File: src/rtl/lsu_pkg.sv
// LSU shared definitions: access encodings, FSM states,
// byte-enable patterns and the access legality check.
package lsu_pkg;

  localparam logic [2:0] F3_B  = 3'b000;
  localparam logic [2:0] F3_H  = 3'b001;
  localparam logic [2:0] F3_W  = 3'b010;
  localparam logic [2:0] F3_BU = 3'b100;
  localparam logic [2:0] F3_HU = 3'b101;

  typedef enum logic [1:0] {
    S_IDLE = 2'd0,
    S_REQ  = 2'd1,
    S_WAIT = 2'd2
  } lsuState_t;

  localparam logic [3:0] BE_NONE = 4'b0000;
  localparam logic [3:0] BE_B    = 4'b0001;
  localparam logic [3:0] BE_H    = 4'b0011;
  localparam logic [3:0] BE_W    = 4'b1111;

  function automatic logic accessOk(
    input logic       rd,
    input logic       wr,
    input logic [2:0] f3,
    input logic [1:0] off
  );
    logic sizeOk;
    logic alignOk;
    sizeOk  = 1'b0;
    alignOk = 1'b0;
    case (f3)
      F3_B: begin
        sizeOk  = 1'b1;
        alignOk = 1'b1;
      end
      F3_BU: begin
        sizeOk  = rd;
        alignOk = 1'b1;
      end
      F3_H: begin
        sizeOk  = 1'b1;
        alignOk = !off[0];
      end
      F3_HU: begin
        sizeOk  = rd;
        alignOk = !off[0];
      end
      F3_W: begin
        sizeOk  = 1'b1;
        alignOk = (off == 2'b00);
      end
      default: ;
    endcase
    return (rd ^ wr) && sizeOk && alignOk;
  endfunction

endpackage

File: src/rtl/lsu_align.sv
// LSU lane logic: store byte-enable/data steering and
// load byte/half extraction with sign or zero extension.
module lsu_align
  import lsu_pkg::*;
(
  input  logic [2:0]  stF3,
  input  logic [1:0]  stOff,
  input  logic [31:0] stData,
  output logic [3:0]  stBe,
  output logic [31:0] stWdata,
  input  logic [2:0]  ldF3,
  input  logic [1:0]  ldOff,
  input  logic [31:0] ldWord,
  output logic [31:0] ldData
);

  logic [7:0]  ldByte;
  logic [15:0] ldHalf;

  always_comb begin
    stBe    = BE_NONE;
    stWdata = stData;
    unique case (1'b1)
      (stF3[1:0] == 2'b00): begin
        stBe    = BE_B << stOff;
        stWdata = {4{stData[7:0]}};
      end
      (stF3[1:0] == 2'b01): begin
        stBe    = BE_H << {stOff[1], 1'b0};
        stWdata = {2{stData[15:0]}};
      end
      (stF3[1:0] == 2'b10): stBe = BE_W;
      default: ;
    endcase
  end

  always_comb begin
    ldByte = ldWord[{ldOff, 3'b000} +: 8];
    ldHalf = ldOff[1] ? ldWord[31:16] : ldWord[15:0];
    ldData = ldWord;
    unique case (1'b1)
      (ldF3 == F3_B):  ldData = {{24{ldByte[7]}}, ldByte};
      (ldF3 == F3_BU): ldData = {24'b0, ldByte};
      (ldF3 == F3_H):  ldData = {{16{ldHalf[15]}}, ldHalf};
      (ldF3 == F3_HU): ldData = {16'b0, ldHalf};
      default: ;
    endcase
  end

endmodule

File: src/rtl/lsu.sv
// Load/store unit: accepts one memory-stage access at a time,
// drives a req/gnt/rvalid data bus and stalls the pipeline meanwhile.
module lsu
  import lsu_pkg::*;
#(
  parameter int ADDR_W = 32
) (
  input  logic              clk,
  input  logic              reset,
  input  logic              MemReadM,
  input  logic              MemWriteM,
  input  logic [2:0]        Funct3M,
  input  logic [31:0]       ALUResultM,
  input  logic [31:0]       WriteDataM,
  output logic [31:0]       ReadDataM,
  output logic              StallM,
  output logic              ErrM,
  output logic              mem_req,
  output logic              mem_we,
  output logic [ADDR_W-1:0] mem_addr,
  output logic [3:0]        mem_be,
  output logic [31:0]       mem_wdata,
  input  logic              mem_gnt,
  input  logic              mem_rvalid,
  input  logic [31:0]       mem_rdata
);

  lsuState_t   state;
  logic [2:0]  f3Q;
  logic [1:0]  offQ;
  logic [3:0]  stBe;
  logic [31:0] stWdata;
  logic [31:0] ldData;
  logic        access;
  logic        legal;
  logic        accept;

  assign access = MemReadM | MemWriteM;
  assign legal  = accessOk(MemReadM, MemWriteM, Funct3M, ALUResultM[1:0]);
  assign accept = (state == S_IDLE) && access && legal;
  assign ErrM   = reset && (state == S_IDLE) && access && !legal;

  lsu_align uAlign (
    .stF3    (Funct3M),
    .stOff   (ALUResultM[1:0]),
    .stData  (WriteDataM),
    .stBe    (stBe),
    .stWdata (stWdata),
    .ldF3    (f3Q),
    .ldOff   (offQ),
    .ldWord  (mem_rdata),
    .ldData  (ldData)
  );

  // Stall drops in the completion cycle so the pipeline advances on that edge
  always_comb begin
    StallM = 1'b0;
    if (reset) begin
      unique case (state)
        S_IDLE:  StallM = accept;
        S_REQ:   StallM = !(mem_gnt && mem_we);
        S_WAIT:  StallM = !mem_rvalid;
        default: StallM = 1'b0;
      endcase
    end
  end

  always_ff @(posedge clk or negedge reset) begin
    if (!reset) begin
      state     <= S_IDLE;
      mem_req   <= 1'b0;
      mem_we    <= 1'b0;
      mem_addr  <= '0;
      mem_be    <= BE_NONE;
      mem_wdata <= '0;
      ReadDataM <= '0;
      f3Q       <= '0;
      offQ      <= '0;
    end else begin
      unique case (state)
        S_IDLE: begin
          if (accept) begin
            state     <= S_REQ;
            mem_req   <= 1'b1;
            mem_we    <= MemWriteM;
            mem_addr  <= ADDR_W'({ALUResultM[31:2], 2'b00});
            mem_be    <= stBe;
            mem_wdata <= stWdata;
            f3Q       <= Funct3M;
            offQ      <= ALUResultM[1:0];
          end
        end
        S_REQ: begin
          if (mem_gnt) begin
            mem_req <= 1'b0;
            state   <= mem_we ? S_IDLE : S_WAIT;
          end
        end
        S_WAIT: begin
          if (mem_rvalid) begin
            ReadDataM <= ldData;
            state     <= S_IDLE;
          end
        end
        default: state <= S_IDLE;
      endcase
    end
  end

endmodule
File: config.mk
export PLATFORM = sky130hd
export DESIGN_NAME = lsu
export DESIGN_NICKNAME = d
export VERILOG_FILES = /design/src/rtl/lsu_pkg.sv /design/src/rtl/lsu_align.sv /design/src/rtl/lsu.sv
export SDC_FILE = /design/constraint.sdc
export NUM_CORES = 1
export LEC_CHECK = 0
export CAP_MARGIN = 10
export CORE_MARGIN = 4
export CORE_UTILIZATION = 40
export CTS_CLUSTER_SIZE = 30
export DETAILED_ROUTE_END_ITERATION = 16
export DONT_BUFFER_PORTS = 1
export PLACE_DENSITY_LB_ADDON = 0.1
export SKIP_LAST_GASP = 1
export SLEW_MARGIN = 25
export SYNTH_ARGS = -nofsm -noshare
export SYNTH_HDL_FRONTEND = slang
export SYNTH_SLANG_ARGS = --single-unit
File: constraint.sdc
create_clock -name clk -period 4.85 [get_ports clk]
set_input_delay 0.97 -clock clk [delete_from_list [all_inputs] [get_ports clk]]
set_output_delay 0.97 -clock clk [all_outputs]
set_load 0.03 [all_outputs]
# Word-level counts from Yosys, hierarchy flattened
# Cells that the tools add are included.
dict set report word_totals {
  regBits 107
  inputBits 105
  out_inout_bits 104
  wordCells 70
}
dict set report op_classes {
  eq_ne 14
  n_shift 3
  n_mux 16
  bitwise_logic 2
  n_reduce_logical 26
}
# cell n
set ops {}
lappend ops {{case mux 32 bit (4 select lines)} 1}
lappend ops {{case mux 32 bit (2 select lines)} 1}
lappend ops {{variable part select 32 x 6 -> 8 bit} 1}
lappend ops {{2-to-1 mux 16 bit} 1}
lappend ops {{equality test 3 bit (second input constant)} 4}
lappend ops {{case mux 4 bit (3 select lines)} 1}
lappend ops {{logical AND 1 bit} 8}
lappend ops {{2-to-1 mux 2 bit} 4}
lappend ops {{equality test 3 x 1 -> 1 bit (second input constant)} 2}
lappend ops {{logical NOT 2 bit} 3}
lappend ops {{logical NOT 3 bit} 2}
lappend ops {{!= test 2 bit (second input constant)} 3}
lappend ops {{case mux 1 bit (3 select lines)} 2}
lappend ops {{case mux 2 bit (3 select lines)} 1}
lappend ops {{AND reduction 3 bit} 2}
lappend ops {{OR reduction 2 bit} 3}
lappend ops {{equality test 2 x 1 -> 1 bit (second input constant)} 2}
lappend ops {{equality test 2 bit (second input constant)} 2}
lappend ops {{logical NOT 1 bit} 4}
lappend ops {{case mux 1 bit (2 select lines)} 2}
lappend ops {{AND reduction 2 bit} 2}
lappend ops {{<< shifter 1 x 2 -> 4 bit (first input constant)} 1}
lappend ops {{<< shifter 2 x 2 -> 4 bit (first input constant)} 1}
lappend ops {{equality test 3 x 2 -> 1 bit (second input constant)} 1}
lappend ops {{5 further kinds} 7}

# Longest topological paths before layout
# Gate-level depths: netlist (run 1).
dict set report logic_depth {
  word_depth 8
  depth_mapped 8
  depth_no_buf 6
}

# Cells and area by module
# From an unflattened synthesis (run 1), not the netlist that was laid out.
dict set report unflattened {
  cells_unflattened 426
  hier_area_um2 5435.2
}
# mod instances cells_each area_per_inst_um2 seq_area_each_um2
set modules_own_cells {}
lappend modules_own_cells {lsu 1 252 4297.9 2677.6}
lappend modules_own_cells {lsu_align 1 174 1137.3 0.0}

# Worst setup path after synthesis (run 1)
# Ideal clock, no wire load.
dict set report synth_path {
  path_type {input port to output port}
  startpoint {input Funct3M[0]}
  endpoint {output StallM}
  t_arrival_ps 2548
  required_time_ps 3880
  path_slack_ps 1332
  path_stages 6
  path_buffers 3
  cell_sequence {buf_2 -> o41ai_2 -> nand4_1 -> buf_4 -> clkbuf_1 -> a21oi_1}
}
dict set report synth_via {
  elab_chain_len 8
  elab_cells_between_ends 16
}
# item line
set synth_rtl {}
lappend synth_rtl {{from (decl)} lsu.sv:12} ;# input logic [2:0] Funct3M,
lappend synth_rtl {{equality test 3 x 2 -> 1 bit (tied with other cells)} lsu_pkg.sv:32} ;# case (f3)
lappend synth_rtl {{OR reduction 3 bit (no line) or OR reduction 2 bit (tied branches)} --}
lappend synth_rtl {{case mux 1 bit (2 select lines)} lsu_pkg.sv:32}
lappend synth_rtl {{logical AND 1 bit} lsu_pkg.sv:55} ;# return (rd ^ wr) && sizeOk && alignOk;
lappend synth_rtl {{logical AND 1 bit (*)} lsu_pkg.sv:55}
lappend synth_rtl {{logical AND 1 bit (*)} lsu.sv:40} ;# assign accept = (state == S_IDLE) && access && legal;
lappend synth_rtl {{case mux 1 bit (3 select lines) (*)} lsu.sv:59} ;# unique case (state)
lappend synth_rtl {{2-to-1 mux 1 bit (*)} lsu.sv:58} ;# if (reset) begin
lappend synth_rtl {{to (decl)} lsu.sv:16} ;# output logic StallM,
# Mark *: on every way between the ends. The rest lies on a longest branch, timed or not.

# Final worst setup path (run 1)
dict set report layout_path {
  startpoint {input MemWriteM}
  endpoint {output StallM}
}
dict set report layout_via {
  elab_chain_len 6
  elab_cells_between_ends 8
}
# item line
set layout_rtl {}
lappend layout_rtl {{from (decl)} lsu.sv:11} ;# input logic MemWriteM,
lappend layout_rtl {{XOR 1 bit} lsu_pkg.sv:55}
lappend layout_rtl {{logical AND 1 bit (2 in series)} lsu_pkg.sv:55}
lappend layout_rtl {{logical AND 1 bit (*)} lsu.sv:40}
lappend layout_rtl {{case mux 1 bit (3 select lines) (*)} lsu.sv:59}
lappend layout_rtl {{2-to-1 mux 1 bit (*)} lsu.sv:58}
# Marked as above.

==> metrics.md, run 1 <==
| Metric | Value |
|---|---|
| Run status | `finished, final reports clean` |
| Slew headroom | `0.353` |
| Terminus of the critical flop-to-flop path | `mem_addr[9]` |
| Final WL | `around 13 mm` |
| Clk_lat worst skew | `350 ps` |
| Initial antenna violation count | `0` |
| Worst r2r src | `state[0]` |
| Starting Density | `0.412` |
| # nets final | `~540` |
| Clock Pin Slew Worst Setup and Hold Paths | `approximately 70 ps` |
| Clock buffer depth | `2` |
| Via count | `between 3000 and 4000` |
| Vias per inst | `~5.5` |
| 1st-iter DRT viols | `between 150 and 200` |
| Yosys reg bits | `107` |
| Final setup fails | `0` |
| Post-CTS repair timing setup buffer count | `0` |
| Yosys warns | `0` |
| Vias in the first global route | `about 3400` |
| Setup TNS Final | `0 ps` |
| Core ar. | `~12000 um2` |
| Post-CTS sizing | `0` |
| Syn_area_per_cell | `11.0 um2` |
| Fin util | `0.442` |
| H-tree levels | `3` |
| Sequential area share after synthesis | `0.537` |
| Num ports | `209` |
| Max_cap viols | `0` |
| PD cells | `slightly below 700 nW/um2` |
| Synth cell types | `43` |
| Fin crit period | `approximately 3200 ps` |
| Fraction of layout cells with a size suffix above 1 | `0.154` |
| Worst EP required | `3880 ps` |
| Unrepaired setup endpoints after global routing | `false` |
| Commonest cells in the netlist | `dfrtp_1 (107), nand2_1 (67), mux2i_1 (34), o21ai_0 (34), nand3_1 (32)` |
| Global-route wire length before repair | `a little under 20 mm` |
| Maximum VDD drop | `between 200 and 300 uV` |
| Top post-synthesis cells by area | `dfrtp_1 (54%), mux2i_1 (6.8%), mux2_4 (5.7%)` |
| Actual slew at the worst max-slew pin | `966 ps` |
| Period utilization | `0.668` |
| Die X-Extent | `roughly 120 um` |
| Area leader, netlist | `dfrtp_1` |
| Post-synth EDFFs | `0` |
| Worst Path Max Fanout | `2` |
| Largest net degree at the start of global routing | `110` |
| DRC viols | `0` |
| Worst Hold Class | `primary input to async pin` |
| Area grow syn2layout | `7.23%` |
| CTS Hold Bufs | `0` |
| Cell Area, Synth | `about 5000 um2` |
| Detail Route Antenna Nets | `0` |
| F_max | `roughly 310 MHz` |
| Final GP Congestion | `slightly below 0.8` |
| CP Launch Type | `primary input` |
| Worst Path Arrival | `2270 ps` |
| CP Capture Type | `primary output` |
| Buffers on Ports | `0` |
| Pre-Repair DR Iteration Count | `5` |
| Die H | `approximately 120 um` |
| Cells after Synth | `around 460` |
| Synth top area share | `0.537` |
| Count leader, synth | `dfrtp_1` |
| Row count | `40` |
| CP Class | `primary input to primary output` |
| Clock skew | `7.28 ps` |
| Hold Vio Cnt, Final | `0` |
| Total gr overflow | `0` |
| Total CTS buffers | `9` |
| Routed WL per cell | `20.5 um` |
| CTS root buf | `clkbuf_16` |
| R2R depth | `5` |
| Max-slew violations | `0` |
| Ys async rst share | `1.00` |
| Clock sinks | `107` |
| CTS tree | `built` |
| Post-synth top flop | `dfrtp_1` |
| R2R setup slack | `between 2000 and 3000 ps` |
| Die ar. | `about 14000 um2` |
| GRT Total Usage | `0.175` |
| Post-DP HPWL | `around 8.9 mm` |
| Number of diodes | `0` |
| Static leakage | `between 2 and 3 nW` |
==> routing by layer <==
layer / GRT usage / vias up / routed length [um]
met1: 0.217 / 1622 / 4940
met5: 0 / - / 0
met3: 0.0829 / 17 / 1560
met2: 0.264 / 162 / 5750
li1: - / 1562 / -
met4: 0.0716 / 0 / 266
==> cells by family after synthesis <==
group / synth area share
and+or+nand+nor: 0.139
buffers and inverters: 0.0349
other: 0.000752
adders and majority gates: 0.00251
AOI/OAI and AO/OA: 0.102
muxes: 0.184
DFF: 0.537
==> cells in the final DEF (no fill, tap or decap), drive strengths merged, types with 3 or more instances in the layout <==
cell type,Yosys,final
o21bai,3,3
dfrtp,107,107
a21oi,16,16
o31ai,4,4
buf,12,4
nor2b,4,4
mux2,43,43
and3,9,9
o2bb2ai,3,3
nor3,4,4
nor2,20,20
a221o,8,8
nand2,67,67
mux2i,34,34
o21ai,34,34
nand2b,5,5
clkinv,0,3
nand3,33,33
clkbuf,22,10
inv,3,4
==> stage by stage <==
step	power (W)	cell area, um2	setup slack [ps]	instances	hold slack, ps
after floorplan	0.00278	4990	1330	456	529
after global placement	0.00297	5070	1610	594	567
after detailed placement	0.00298	5070	1600	594	574
after CTS	0.00369	5350	1600	610	294
after global routing	0.00385	5350	1500	610	290
final	0.00365	5350	1610	610	315
==> critical path, stage by stage <==
cell      delay, ps
inv_1            30
ha_1            260
a21boi_0        230
nand4_1         180
a21oi_1         600
==> layout make-up <==
cell class / instances / area (um2)
Clock buffer: 10 / 239
Sequential cell: 107 / 2680
Inverter: 3 / 11.3
Multi-Input combinational cell: 312 / 2140
Fill cell: 1164 / 6760
Clock inverter: 6 / 38.8
Timing Repair Buffer: 4 / 30.0
Tap cell: 168 / 210
==> state kept, by name (all words and copies together) (netlist names) <==
signal and count:
ReadDataM 32, mem_wdata 32, mem_addr 30, mem_be 4, f3Q 3, offQ 2
state 2, mem_req 1, mem_we 1
==> worst max path at each step <==
stage	slack (ps)	end	cells after the start	startpoint
2_1_floorplan	1330	StallM	6	Funct3M[0]
3_3_place_gp	1610	StallM	5	MemWriteM
3_5_place_dp	1600	StallM	5	MemWriteM
4_1_cts	1600	StallM	5	MemWriteM
5_1_grt	1500	StallM	5	MemWriteM
6_report	1610	StallM	5	MemWriteM
==> power breakdown <==
group / internal [W] / switching (W) / leakage [nW] / total (W)
Clock: 0.000362 / 0.000334 / 0.135 / 0.000696
Combinational: 0.000356 / 0.000270 / 1.05 / 0.000625
Sequential: 0.00125 / 0.00108 / 1.32 / 0.00233
Total: 0.00197 / 0.00168 / 2.51 / 0.00365
(Power assumes the default switching activity.)
==> run 2, diff against run 1 <==
==> constraint.sdc (replaced) <==
create_clock -name clk -period 2.7 [get_ports clk]
set_input_delay 0.54 -clock clk [delete_from_list [all_inputs] [get_ports clk]]
set_output_delay 0.54 -clock clk [all_outputs]
set_load 0.03 [all_outputs]
==> metrics.md, run 2 (synthesis gave the netlist of run 1 again) <==
| Metric | Value |
|---|---|
| GRT Total Usage | `0.177 (was 0.175)` |
| # nets final | `547 (was 543)` |
| Detail Route Antenna Nets | `0 (unchanged)` |
| Period utilization | `0.823` |
| Clk_lat worst skew | `350 ps (about the same)` |
| Fin crit period | `2220 ps` |
| Most frequent cells in the layout | `dfrtp_1 (107), nand2_1 (67), o21ai_0 (34), mux2i_1 (34), nand3_1 (32) (unchanged)` |
| Initial antenna violation count | `0 (unchanged)` |
| Clock skew | `9.47 ps (was 7.28 ps)` |
| Final GP Congestion | `0.812 (was 0.784)` |
| H-tree levels | `3 (unchanged)` |
| Clock Pin Slew Worst Setup and Hold Paths | `70 ps (about the same)` |
| Run status | `finished, violations left (was finished, final reports clean)` |
| Area grow syn2layout | `8.40% (was 7.23%)` |
| Clock buffer depth | `2 (unchanged)` |
| Slew headroom | `0.643 (was 0.353)` |
| Maximum VDD drop | `433 uV (was 283 uV)` |
| Row count | `40 (unchanged)` |
| Global-route wire length before repair | `20.1 mm (was 19.7 mm)` |
| Hold Vio Cnt, Final | `107 (was 0)` |
| DRC viols | `0 (unchanged)` |
| Total gr overflow | `0 (unchanged)` |
| Num ports | `209 (unchanged)` |
| 1st-iter DRT viols | `184 (was 171)` |
| Core ar. | `12100 um2 (unchanged)` |
| CP Launch Type | `primary input (unchanged)` |
| Dpl cells | `598 (was 594)` |
| Max-slew violations | `0 (unchanged)` |
| Post-CTS repair timing setup buffer count | `0 (unchanged)` |
| Post-CTS sizing | `0 (unchanged)` |
| Total CTS buffers | `9 (unchanged)` |
| Buffers on Ports | `0 (unchanged)` |
| Largest net degree at the start of global routing | `110 (unchanged)` |
| Final WL | `12.6 mm (was 12.5 mm)` |
| Hold slack | `-119 ps (was 315 ps)` |
| Vias per inst | `5.39 (was 5.51)` |
| Worst Hold Class | `primary input to async pin (unchanged)` |
| Top flop regs | `ReadDataM x32, mem_wdata x32, mem_addr x30 (unchanged)` |
| Die H | `120 um (unchanged)` |
| Static leakage | `2.53 nW (was 2.51 nW)` |
| Via count | `3311 (was 3363)` |
| Fraction of layout cells with a size suffix above 1 | `0.157 (was 0.154)` |
| Max_cap viols | `0 (unchanged)` |
| Clock sinks | `107 (unchanged)` |
| Setup TNS Final | `0 ps (unchanged)` |
| CTS root buf | `clkbuf_16 (unchanged)` |
| CTS tree | `built (unchanged)` |
| CP Class | `primary input to primary output (unchanged)` |
| PD cells | `1230 nW/um2 (was 683 nW/um2)` |
| Die X-Extent | `120 um (unchanged)` |
| Number of diodes | `0 (unchanged)` |
| Post-DP HPWL | `8.84 mm (was 8.89 mm)` |
| F_max | `450 MHz` |
| Vias in the first global route | `3561 (was 3379)` |
| Final setup fails | `0 (unchanged)` |
| CP Capture Type | `primary output (unchanged)` |
| Routed WL per cell | `20.5 um (about the same)` |
| Worst EP required | `2160 ps (was 3880 ps)` |
| Die ar. | `14300 um2 (unchanged)` |
| Worst Path Arrival | `1680 ps (was 2270 ps)` |
| Finished Layout Cells | `614 (was 610)` |
| Commonest non-fill, non-tap cell in the layout | `dfrtp_1 (unchanged)` |
| Pre-Repair DR Iteration Count | `4 (was 5)` |
| Starting Density | `0.412 (unchanged)` |
| Actual slew at the worst max-slew pin | `534 ps (was 966 ps)` |
| Violated checks | `negative hold slack` |
| Unrepaired setup endpoints after global routing | `false (unchanged)` |
| Worst Path Max Fanout | `2 (unchanged)` |
## run 2: metrics by stage
stage	utilization	setup slack [ps]	cell area (um2)	power, W
CTS	0.446	431	5410	0.00674
floorplan	-	41.6	4990	0.00500
detailed placement	0.422	451	5110	0.00539
global route	0.446	347	5410	0.00703
global placement	0.422	488	5110	0.00534
finish	0.446	479	5410	0.00666
## run 2: worst paths after layout
kind / from / endpoint / slack, ps / cells after the start
setup reg to reg: f3Q[0] / ReadDataM[6] / 860 / 4
min in group clk: mem_gnt / state[0] / 290 / 1
max in group asynchronous: reset / f3Q[0] / 2640 / 0
setup / recovery: MemWriteM / StallM / 480 / 6
hold reg to reg: f3Q[2] / f3Q[2] / 610 / 1
hold / removal: reset / ReadDataM[4] / -120 / 0
## run 2: area by class of cell
type	count	area, um2
Clock buffer	10	229
Multi-Input combinational cell	312	2140
Tap cell	168	210
Sequential cell	107	2680
Inverter	3	11.3
Clock inverter	6	66.3
Fill cell	1173	6710
Timing Repair Buffer	8	72.6
## run 2: worst max-delay path, cell delays in order
cell      delay [ps]
inv_1             30
ha_1             260
a21boi_0         220
nand4_1          220
a21oi_1          220
buf_4            190
## run 2: where the power goes
part / switching (W) / internal (W)
clock: 0.000605 / 0.000720
combinational: 0.000527 / 0.000654
sequential: 0.00190 / 0.00225
total: 0.00303 / 0.00363
## run 2: metal layers
layer / wire length, um / track usage
met1: 5060 / 0.213
met2: 5730 / 0.271
met3: 1550 / 0.0881
met4: 259 / 0.0716
met5: 0 / 0
==> run 3, diff against run 2 <==
==> constraint.sdc (replaced) <==
create_clock -name clk -period 2.1 [get_ports clk]
set_input_delay 0.42 -clock clk [delete_from_list [all_inputs] [get_ports clk]]
set_output_delay 0.42 -clock clk [all_outputs]
set_load 0.03 [all_outputs]
==> metrics.md, run 3 (synthesis gave the netlist of run 1 again) <==
| Metric | Value |
|---|---|
| Run status | `finished, violations left (unchanged)` |
| Violated checks | `negative hold slack (unchanged)` |
| Worst Path Max Fanout | `7 (was 2)` |
| Biggest cell delay along the critical path | `450 ps (was 260 ps)` |
| Worst EP required | `1680 ps (was 2160 ps)` |
| Vias per inst | `5.48 (was 5.39)` |
| Clock skew | `5.95 ps (was 9.47 ps)` |
| Clock Pin Slew Worst Setup and Hold Paths | `70 ps (about the same)` |
| Total power | `0.00873 W (was 0.00666 W)` |
| Worst Path Arrival | `1630 ps (was 1680 ps)` |
| Hold Vio Cnt, Final | `107 (unchanged)` |
| Total internal power | `0.00486 W (was 0.00363 W)` |
| Logic pwr share | `0.179 (was 0.177)` |
| Clock sinks | `107 (unchanged)` |
| Starting Density | `0.412 (unchanged)` |
| Actual slew at the worst max-slew pin | `626 ps (was 534 ps)` |
| Met1 Usage GRT | `0.224 (was 0.213)` |
| GRT Total Usage | `0.178 (was 0.177)` |
| Static leakage | `2.60 nW (was 2.53 nW)` |
| CP Class | `flop to primary output (was primary input to primary output)` |
| Fin util | `0.457 (was 0.446)` |
| Fin crit period | `~2000 ps` |
| Max_cap viols | `0 (unchanged)` |
| Row count | `40 (unchanged)` |
| Dpl cells | `606 (was 598)` |
| Largest net degree at the start of global routing | `110 (unchanged)` |
| Area grow syn2layout | `10.9% (was 8.40%)` |
| Placed Area | `5190 um2 (was 5110 um2)` |
| Commonest non-fill, non-tap cell in the layout | `dfrtp_1 (unchanged)` |
| GR peak layer | `met2 (unchanged)` |
| Total gr overflow | `0 (unchanged)` |
| Worst r2r src | `state[1] (was f3Q[0])` |
| Fin area | `5530 um2 (was 5410 um2)` |
| H-tree levels | `3 (unchanged)` |
| CP Capture Type | `primary output (unchanged)` |
| Terminus of the critical flop-to-flop path | `mem_wdata[2] (was ReadDataM[6])` |
| CP max stage cell | `dfrtp_2 (was ha_1)` |
| Period utilization | `0.975` |
| Via count | `3416 (was 3311)` |
| Max-slew violations | `0 (unchanged)` |
| Top flop regs | `ReadDataM x32, mem_wdata x32, mem_addr x30 (unchanged)` |
| Die X-Extent | `120 um (unchanged)` |
| CP Launch Type | `flop (was primary input)` |
| R2R depth | `6 (was 4)` |
| CTS root buf | `clkbuf_16 (unchanged)` |
| Worst Hold Class | `primary input to async pin (unchanged)` |
| R2R setup slack | `290 ps (was 860 ps)` |
| PD cells | `1580 nW/um2 (was 1230 nW/um2)` |
| Hold slack | `-235 ps (was -119 ps)` |
| DP Worst Slack | `126 ps (was 451 ps)` |
| Buffers on Ports | `0 (unchanged)` |
| Most frequent cells in the layout | `dfrtp_1 (105), nand2_1 (67), o21ai_0 (34), mux2i_1 (34), nand3_1 (32) (was dfrtp_1 (107), nand2_1 (67), o21ai_0 (34), mux2i_1 (34), nand3_1 (32))` |
| 1st-iter DRT viols | `233 (was 184)` |
| Routed WL per cell | `20.4 um (was 20.5 um)` |
| Die H | `120 um (unchanged)` |
| Total net switching power | `0.00387 W (was 0.00303 W)` |
| Met2 usage | `0.274 (was 0.271)` |
| Core ar. | `12100 um2 (unchanged)` |
| Slew headroom | `0.583 (was 0.643)` |
| Vias in the first global route | `3592 (was 3561)` |
| Final GP Congestion | `0.758 (was 0.812)` |
| Setup ws final | `53.3 ps (was 479 ps)` |
| Final WL | `12.7 mm (was 12.6 mm)` |
| Total CTS buffers | `9 (unchanged)` |
| Post-DP HPWL | `9.38 mm (was 8.84 mm)` |
| Pre-Repair DR Iteration Count | `5 (was 4)` |
| Finished Layout Cells | `623 (was 614)` |
| Number of diodes | `0 (unchanged)` |
| Global-route wire length before repair | `20.0 mm (was 20.1 mm)` |
| Fraction of layout cells with a size suffix above 1 | `0.178 (was 0.157)` |
| Die ar. | `14300 um2 (unchanged)` |
| F_max | `roughly 500 MHz` |
| CTS tree | `built (unchanged)` |
| Net Sw Frac | `0.444 (was 0.455)` |
| Num ports | `209 (unchanged)` |
| Clock share of power | `0.209 (was 0.199)` |
| Met3 Use GR | `0.0787 (was 0.0881)` |
| DRC viols | `0 (unchanged)` |
| Maximum VDD drop | `530 uV (was 433 uV)` |
| # nets final | `556 (was 547)` |
| Clock buffer depth | `2 (unchanged)` |
| Flop pwr share | `0.612 (was 0.624)` |
| Detail Route Antenna Nets | `0 (unchanged)` |
| Clk_lat worst skew | `350 ps (about the same)` |
| Initial antenna violation count | `0 (unchanged)` |
| Final setup fails | `0 (unchanged)` |
| Cell chain of the critical path | `nor3_2 > nand4_1 > buf_4 > a21oi_4 (was inv_1 > ha_1 > a21boi_0 > nand4_1 > a21oi_1 > buf_4)` |
## run 3: cell count changes in the layout (fill, tap and decap cells not counted), moves of 2 or more
| cell | previous run | this run |
|---|---|---|
| dfrtp_1 | 107 | 105 |
| buf_4 | 7 | 15 |
| clkinvlp_4 | 3 | 0 |
| dfrtp_2 | 0 | 2 |
| clkbuf_1 | 1 | 3 |
## run 3: metal layers
layer / routed length, um / share of wire
met1: 5100 / 0.40
met2: 5910 / 0.46
met3: 1500 / 0.12
met4: 231 / 0.018
met5: 0 / 0
## run 3: cell type report
type / instances / area [um2]
fillers: 1143 / 6580
flip-flops and latches: 107 / 2680
multi-input cells: 312 / 2160
clock buffers: 13 / 250
well taps: 168 / 210
repair buffers: 17 / 153
clock inverters: 3 / 68.8
inverters: 3 / 11.3
## run 3: worst max path at each step
stage / cells past startpoint / to / startpoint / slack, ps
after floorplan: 7 / StallM / MemWriteM / 2
after global placement: 6 / StallM / MemWriteM / 170
after detailed placement: 6 / StallM / MemWriteM / 130
after CTS: 4 / StallM / state[1] / 0.7
after global routing: 4 / StallM / state[1] / -10
final: 4 / StallM / state[1] / 50
## run 3: critical path: cells and delay by family, from the launching register on
family / cells / cell delay (ps)
AO/OA/AOI/OAI: 1 / 260
buffers and inverters: 1 / 200
flip-flops: 1 / 450
AND/OR/NAND/NOR: 2 / 370
## run 3: repair_timing
item | CTS | global route
cloned | 0 | 0
endpoints found under the setup margin | 1 | 1
hold endpoints to repair | 107 | 107
gates resized for setup | 3 | 0
setup buffers | 0 | 1
pin swaps | 1 | 2
## run 3: power by group through the flow
stage / Clock (W) / Combinational [W] / Sequential, W
2_1_floorplan: 0 / 0.00139 / 0.00504
3_3_place_gp: 0 / 0.00152 / 0.00540
3_5_place_dp: 0 / 0.00158 / 0.00539
4_1_cts: 0.00188 / 0.00158 / 0.00537
5_1_grt: 0.00197 / 0.00175 / 0.00547
6_report: 0.00183 / 0.00156 / 0.00534
## run 3: metrics by stage
step / hold slack [ps] / TNS [ps]
5_1_grt: -259 / -11.2
4_1_cts: -250 / 0
3_5_place_dp: 128 / 0
2_1_floorplan: 124 / 0
3_3_place_gp: 127 / 0
6_report: -235 / 0
